===== src/rtl/debounce_pkg.sv =====
// Shared defaults and per-channel state type for the button debounce bank.
// Optional hold auto-repeat is enabled by defining HOLD_REPEAT_EN.
package debounce_pkg;

  localparam int DEF_SYNC_STAGES     = 2;
  localparam int DEF_DEBOUNCE_CYCLES = 16;
  localparam int DEF_REPEAT_DELAY    = 500;
  localparam int DEF_REPEAT_PERIOD   = 100;

  typedef enum logic {
    ST_STABLE,
    ST_COUNTING
  } db_state_e;

  function automatic int max_int(input int a, input int b);
    return (a > b) ? a : b;
  endfunction

endpackage


===== src/rtl/debounce_channel.sv =====
// One button channel: synchroniser, ENABLE-gated debounce counter,
// registered level with rise/fall pulses, optional hold auto-repeat
// (compiled in when HOLD_REPEAT_EN is defined).
//
// state       | meaning
// ST_STABLE   | synchronised input equals accepted level, counter held at 0
// ST_COUNTING | synchronised input differs, counting ENABLE ticks toward acceptance
module debounce_channel
  import debounce_pkg::*;
#(
  parameter int SYNC_STAGES     = DEF_SYNC_STAGES,
  parameter int DEBOUNCE_CYCLES = DEF_DEBOUNCE_CYCLES,
  parameter int REPEAT_DELAY    = DEF_REPEAT_DELAY,
  parameter int REPEAT_PERIOD   = DEF_REPEAT_PERIOD
) (
  input  logic clock,
  input  logic rst_n,
  input  logic btn_in,
  input  logic enable,
  output logic btn_level,
  output logic btn_rise,
  output logic btn_fall,
  output logic btn_repeat
);

  localparam int CNT_W = $clog2(DEBOUNCE_CYCLES + 1);
  localparam logic [CNT_W-1:0] CNT_LAST = CNT_W'(DEBOUNCE_CYCLES - 1);

  if (SYNC_STAGES < 2 || DEBOUNCE_CYCLES < 1 || REPEAT_DELAY < 1 || REPEAT_PERIOD < 1) begin : g_bad_params
    $error("debounce_channel: illegal parameter value");
  end

  logic [SYNC_STAGES-1:0] sync_q;
  logic                   s;
  logic [CNT_W-1:0]       cnt_q, cnt_d;
  logic                   level_q, level_d;
  logic                   rise_q, rise_d;
  logic                   fall_q, fall_d;
  db_state_e              state;

  assign s = sync_q[SYNC_STAGES-1];

  // Shift the raw asynchronous level through the synchroniser chain.
  always_ff @(posedge clock or negedge rst_n) begin
    if (!rst_n) sync_q <= '0;
    else        sync_q <= {sync_q[SYNC_STAGES-2:0], btn_in};
  end

  // Channel state follows directly from synchronised input versus accepted level.
  always_comb begin
    state = (s == level_q) ? ST_STABLE : ST_COUNTING;
  end

  // Debounce next-state: any bounce back to the level aborts the count.
  always_comb begin
    cnt_d   = cnt_q;
    level_d = level_q;
    rise_d  = 1'b0;
    fall_d  = 1'b0;
    unique case (state)
      ST_STABLE: cnt_d = '0;
      ST_COUNTING: begin
        if (enable) begin
          if (cnt_q == CNT_LAST) begin
            cnt_d   = '0;
            level_d = s;
            rise_d  = s;
            fall_d  = ~s;
          end else begin
            cnt_d = cnt_q + CNT_W'(1);
          end
        end
      end
    endcase
  end

  // Debounce state register; pulses line up with the first cycle of the new level.
  always_ff @(posedge clock or negedge rst_n) begin
    if (!rst_n) begin
      cnt_q   <= '0;
      level_q <= 1'b0;
      rise_q  <= 1'b0;
      fall_q  <= 1'b0;
    end else begin
      cnt_q   <= cnt_d;
      level_q <= level_d;
      rise_q  <= rise_d;
      fall_q  <= fall_d;
    end
  end

  assign btn_level = level_q;
  assign btn_rise  = rise_q;
  assign btn_fall  = fall_q;

`ifdef HOLD_REPEAT_EN
  localparam int REP_W = $clog2(max_int(REPEAT_DELAY, REPEAT_PERIOD) + 1);

  logic [REP_W-1:0] rep_cnt_q, rep_cnt_d;
  logic [REP_W-1:0] rep_last;
  logic             rep_first_q, rep_first_d;
  logic             repeat_q, repeat_d;

  // Repeat next-state: count ticks only while the level is held high across the edge,
  // so the rise cycle starts from zero and a falling edge suppresses any pulse.
  always_comb begin
    rep_cnt_d   = rep_cnt_q;
    rep_first_d = rep_first_q;
    repeat_d    = 1'b0;
    rep_last    = rep_first_q ? REP_W'(REPEAT_PERIOD - 1) : REP_W'(REPEAT_DELAY - 1);
    if (!(level_q && level_d)) begin
      rep_cnt_d   = '0;
      rep_first_d = 1'b0;
    end else if (enable) begin
      if (rep_cnt_q == rep_last) begin
        rep_cnt_d   = '0;
        rep_first_d = 1'b1;
        repeat_d    = 1'b1;
      end else begin
        rep_cnt_d = rep_cnt_q + REP_W'(1);
      end
    end
  end

  // Repeat counter and pulse register.
  always_ff @(posedge clock or negedge rst_n) begin
    if (!rst_n) begin
      rep_cnt_q   <= '0;
      rep_first_q <= 1'b0;
      repeat_q    <= 1'b0;
    end else begin
      rep_cnt_q   <= rep_cnt_d;
      rep_first_q <= rep_first_d;
      repeat_q    <= repeat_d;
    end
  end

  assign btn_repeat = repeat_q;
`else
  assign btn_repeat = 1'b0;
`endif

endmodule


===== src/rtl/debounce_sync_bank.sv =====
// Bank of independent debounced button channels between board buttons and
// the menu/game/volume logic. Hold auto-repeat is built when HOLD_REPEAT_EN is defined.
module debounce_sync_bank
  import debounce_pkg::*;
#(
  parameter int CHANNELS        = 5,
  parameter int SYNC_STAGES     = DEF_SYNC_STAGES,
  parameter int DEBOUNCE_CYCLES = DEF_DEBOUNCE_CYCLES,
  parameter int REPEAT_DELAY    = DEF_REPEAT_DELAY,
  parameter int REPEAT_PERIOD   = DEF_REPEAT_PERIOD
) (
  input  logic                CLOCK,
  input  logic                RESET_N,
  input  logic [CHANNELS-1:0] BTN_IN,
  input  logic                ENABLE,
  output logic [CHANNELS-1:0] BTN_LEVEL,
  output logic [CHANNELS-1:0] BTN_RISE,
  output logic [CHANNELS-1:0] BTN_FALL,
  output logic [CHANNELS-1:0] BTN_REPEAT
);

  for (genvar i = 0; i < CHANNELS; i++) begin : g_ch
    debounce_channel #(
      .SYNC_STAGES    (SYNC_STAGES),
      .DEBOUNCE_CYCLES(DEBOUNCE_CYCLES),
      .REPEAT_DELAY   (REPEAT_DELAY),
      .REPEAT_PERIOD  (REPEAT_PERIOD)
    ) u_ch (
      .clock     (CLOCK),
      .rst_n     (RESET_N),
      .btn_in    (BTN_IN[i]),
      .enable    (ENABLE),
      .btn_level (BTN_LEVEL[i]),
      .btn_rise  (BTN_RISE[i]),
      .btn_fall  (BTN_FALL[i]),
      .btn_repeat(BTN_REPEAT[i])
    );
  end

endmodule


===== config.mk =====
export PLATFORM = sky130hd
export DESIGN_NAME = debounce_sync_bank
export DESIGN_NICKNAME = d
export VERILOG_FILES = /design/src/rtl/debounce_pkg.sv /design/src/rtl/debounce_channel.sv /design/src/rtl/debounce_sync_bank.sv
export SDC_FILE = /design/constraint.sdc
export NUM_CORES = 1
export LEC_CHECK = 0
export ABC_AREA = 1
export BUFFER_PORTS_ARGS = -buffer_cell sky130_fd_sc_hd__buf_2
export CORE_MARGIN = 2
export CORE_UTILIZATION = 52
export DETAILED_ROUTE_END_ITERATION = 8
export HOLD_SLACK_MARGIN = 0.06
export MAX_ROUTING_LAYER = met4
export PLACE_DENSITY_LB_ADDON = 0.2
export SLEW_MARGIN = 20
export SYNTH_ARGS = -nofsm -noshare
export SYNTH_HDL_FRONTEND = slang
export SYNTH_SLANG_ARGS = --single-unit

===== constraint.sdc =====
create_clock -name CLOCK -period 1.19 [get_ports CLOCK]
set_input_delay 0 -clock CLOCK [delete_from_list [all_inputs] [get_ports CLOCK]]
set_output_delay 0 -clock CLOCK [all_outputs]
set_load 0.01 [all_outputs]

==> key figures <==
Worst setup path
  – Arrival time at the worst endpoint: 1.29 ns
  – CP required: 1.38 ns
  – Max FO, Critical Path: 4
  – Worst setup EP type: flop
  – Worst reg2reg path depth: 6
  – WS Path Type: reg -> reg
  – Startpoint types: flop

Outcome
  – Status: finished clean

Placed design
  – Gpl congestion: 0.777
  – Port Buffer Count: 22
  – Detailed Place HPWL: 2580 µm

Power and ir drop
  – Total power: 2950 µW
  – Pwr Density: 1100 nW/µm²
  – Combinational Power Share: 8.9%
  – Maximum vdd drop: 0.870 mV
  – Int Power: 2260 µW
  – Part of the power in registers: 60.2%
  – Sw power: 690 µW
  – P_leak: 0.00148 µW
  – Sw Share: 23.4%
  – Clock power frac: 30.9%

Global routing
  – Initial antenna violation count: 0
  – Vias in the first global route: 1579
  – First-pass GRT wire length: 6470 µm
  – Largest net degree at the start of global routing: 51
  – GRT Total Usage: 16.8%
  – GRT overflow: 0

Synthesis
  – Post-Syn Area: 2350 µm²
  – Yosys top cell by area: dfrtp_1
  – Synth area leaders: dfrtp_1 (53%), nand2_1 (17%), buf_4 (6.7%), inv_1 (5.3%), nand3_1 (4.0%)
  – Synth warn: 0
  – Sequential share of the synthesized area: 53.3%
  – Synth Area per Inst: 8.13 µm²
  – #FFs+latches synth: 50
  – Synth top area share: 53.3%
  – Cell variety after synth: 14
  – Post-Synthesis Cells: 289

Timing
  – Minimum clock period: 1.10 ns
  – # setup viols final: 0
  – Final hold viol count: 0
  – Final Skew: 0.00543 ns
  – Final Max Slew Viols: 0
  – Total negative slack: 0 ns
  – Period utilization: 92.2%
  – F_max: 911 MHz

Layout
  – Filler instances: 388
  – Ant. Diodes: 0
  – Syn-to-layout area delta: 14.1%
  – Sequential cell area: 1250 µm²
  – Area of the multi-input gates: 866 µm²
  – Fin util: 61.5%
  – Layout cells sized above 1: 16.7%
  – Layout Nets: 331

Route
  – DR pass1 iterations: 4
  – Antenna viol nets, final: 0
  – Vias per inst: 4.79
  – DRT iter0 DRCs: 116
  – DR WL/cell: 10.0 µm
  – WL final: 3710 µm
  – Routed via count: 1771
  – DRC: 0

Clock tree
  – TritonCTS buffer count: 5
  – CTS tree: yes
  – Root buffer cell: clkbuf_8
  – Total clock sinks: 50
  – H-tree depth: 2
  – CTS max path bufs: 2
  – Clock Latency Late Sink: 0.29 ns
  – Reg clk slew, reported paths: 0.08 ns

Die
  – I/O pin count: 28
  – # rows: 24
  – Die Height: 71.2 µm
  – Initial Util: 53.9%
  – Die Wd: 71.2 µm
  – Core area: 4350 µm²
  – Die area: 5070 µm²

Flow run
  – Total of max-cap violations: 0

Worst hold path
  – Hold Path Depth: 4
  – Hold Crit Class: in -> reg
[stage by stage]
| step | hold WS (ns) | cell area [µm²] | std cells | worst slack (ns) |
|---|---|---|---|---|
| floorplan | -0.296 | 2360 | 293 | 0.0658 |
| global placement | 0.00712 | 2490 | 356 | 0.0299 |
| detailed placement | 0.00785 | 2490 | 356 | 0.00819 |
| CTS | 0.130 | 2630 | 369 | 0.0434 |
| global route | 0.161 | 2680 | 370 | -0.0159 |
| finish | 0.139 | 2680 | 370 | 0.0928 |
[metal layers]
metal | GRT usage [%] | vias up | wire [µm]
li1 | - | 932 | -
met3 | 3.85 | 5 | 119
met1 | 19.9 | 804 | 1750
met5 | - | - | 0
met4 | 6.92 | 0 | 61
met2 | 27.6 | 30 | 1780
[flip-flops by register name (all words and copies together), names as in the netlist]
signal and count:
g_ch.u_ch.btn_fall 5, g_ch.u_ch.btn_level 5, g_ch.u_ch.btn_rise 5, g_ch.u_ch.cnt_q 25, g_ch.u_ch.sync_q 10
[logic make-up after synthesis]
kind of cell               count (synthesis)  share of synthesized area [%]
and+or+nand+nor                          167                           29.4
adders and majority gates                  5                           2.66
other                                      1                          0.160
DFF                                       50                           53.3
AOI/OAI and AO/OA                         10                           2.13
buffers and inverters                     56                           12.4
[worst paths after layout]
kind	startpoint	to	slack, ns
setup / recovery	g_ch[3].u_ch.cnt_q[0]$_DFFE_PN0P_	g_ch[3].u_ch.btn_level$_DFFE_PN0P_	0.09
hold / removal	ENABLE	g_ch[3].u_ch.btn_fall$_DFF_PN0_	0.14
setup reg to reg	g_ch[3].u_ch.cnt_q[0]$_DFFE_PN0P_	g_ch[3].u_ch.btn_level$_DFFE_PN0P_	0.09
hold reg to reg	g_ch[2].u_ch.sync_q[0]$_DFF_PN0_	g_ch[2].u_ch.sync_q[1]$_DFF_PN0_	0.35
max in group asynchronous	RESET_N	g_ch[2].u_ch.cnt_q[3]$_DFFE_PN0P_	0.75
min in group asynchronous	RESET_N	g_ch[0].u_ch.btn_rise$_DFF_PN0_	0.22
[Yosys cell counts, drive strengths merged]
library cell / count
a21oi: 8
inv: 33
ha: 5
nand4: 12
nand2: 108
conb: 1
buf: 23
o21ai: 2
nor2: 25
dfrtp: 50
nor3: 3
nand3: 19
[critical path, stage by stage (launching register included)]
cell     delay (ns)
dfrtp_1        0.37
ha_1           0.18
nand2_1        0.10
nor2_4         0.16
nand3_1        0.09
nand2_1        0.06
nand2_1        0.04
[placed cells by master (no fill, tap or decap)]
| cell type | n |
|---|---|
| buf_12 | 2 |
| nand2_1 | 107 |
| nor2_4 | 4 |
| dfrtp_1 | 50 |
| buf_4 | 11 |
| nor2_2 | 6 |
| clkbuf_1 | 1 |
| buf_2 | 22 |
| nor2_1 | 15 |
| dlygate4sd3_1 | 6 |
| ha_2 | 1 |
| clkinvlp_4 | 1 |
| conb_1 | 5 |
| inv_1 | 33 |
| nand3_1 | 19 |
| o21ai_0 | 2 |
| a21oi_1 | 8 |
| nand4_1 | 12 |
| ha_1 | 4 |
| nand2_2 | 1 |
| nor3_1 | 3 |
| clkbuf_8 | 5 |
[area by class of cell]
cell class	count	share of cell area, %
Clock inverter	1	0.280
Sequential cell	50	46.7
Timing Repair Buffer	41	10.9
Clock buffer	6	2.71
Multi-Input combinational cell	187	32.3
Inverter	33	4.62
Tap cell	52	2.43
[power groups by stage]
| stage | clock network, µW | registers (µW) | logic [µW] |
|---|---|---|---|
| after global placement | 0 | 1810 | 241 |
| final | 912 | 1770 | 262 |
| after detailed placement | 0 | 1810 | 242 |
| after CTS | 949 | 1770 | 258 |
| after floorplan | 0 | 1810 | 122 |
| after global routing | 1000 | 1780 | 306 |
[repair_timing]
item | 4_1_cts | 5_1_grt
gates cloned | 0 | 0
hold buffers | 6 | 0
buffers inserted | 0 | 1
pin swaps | 0 | 2
hold endpoints to repair | 55 | 0
endpoints found under the setup margin | 3 | 18
resized for setup | 2 | 12
Power figures use the tool's default switching activity.
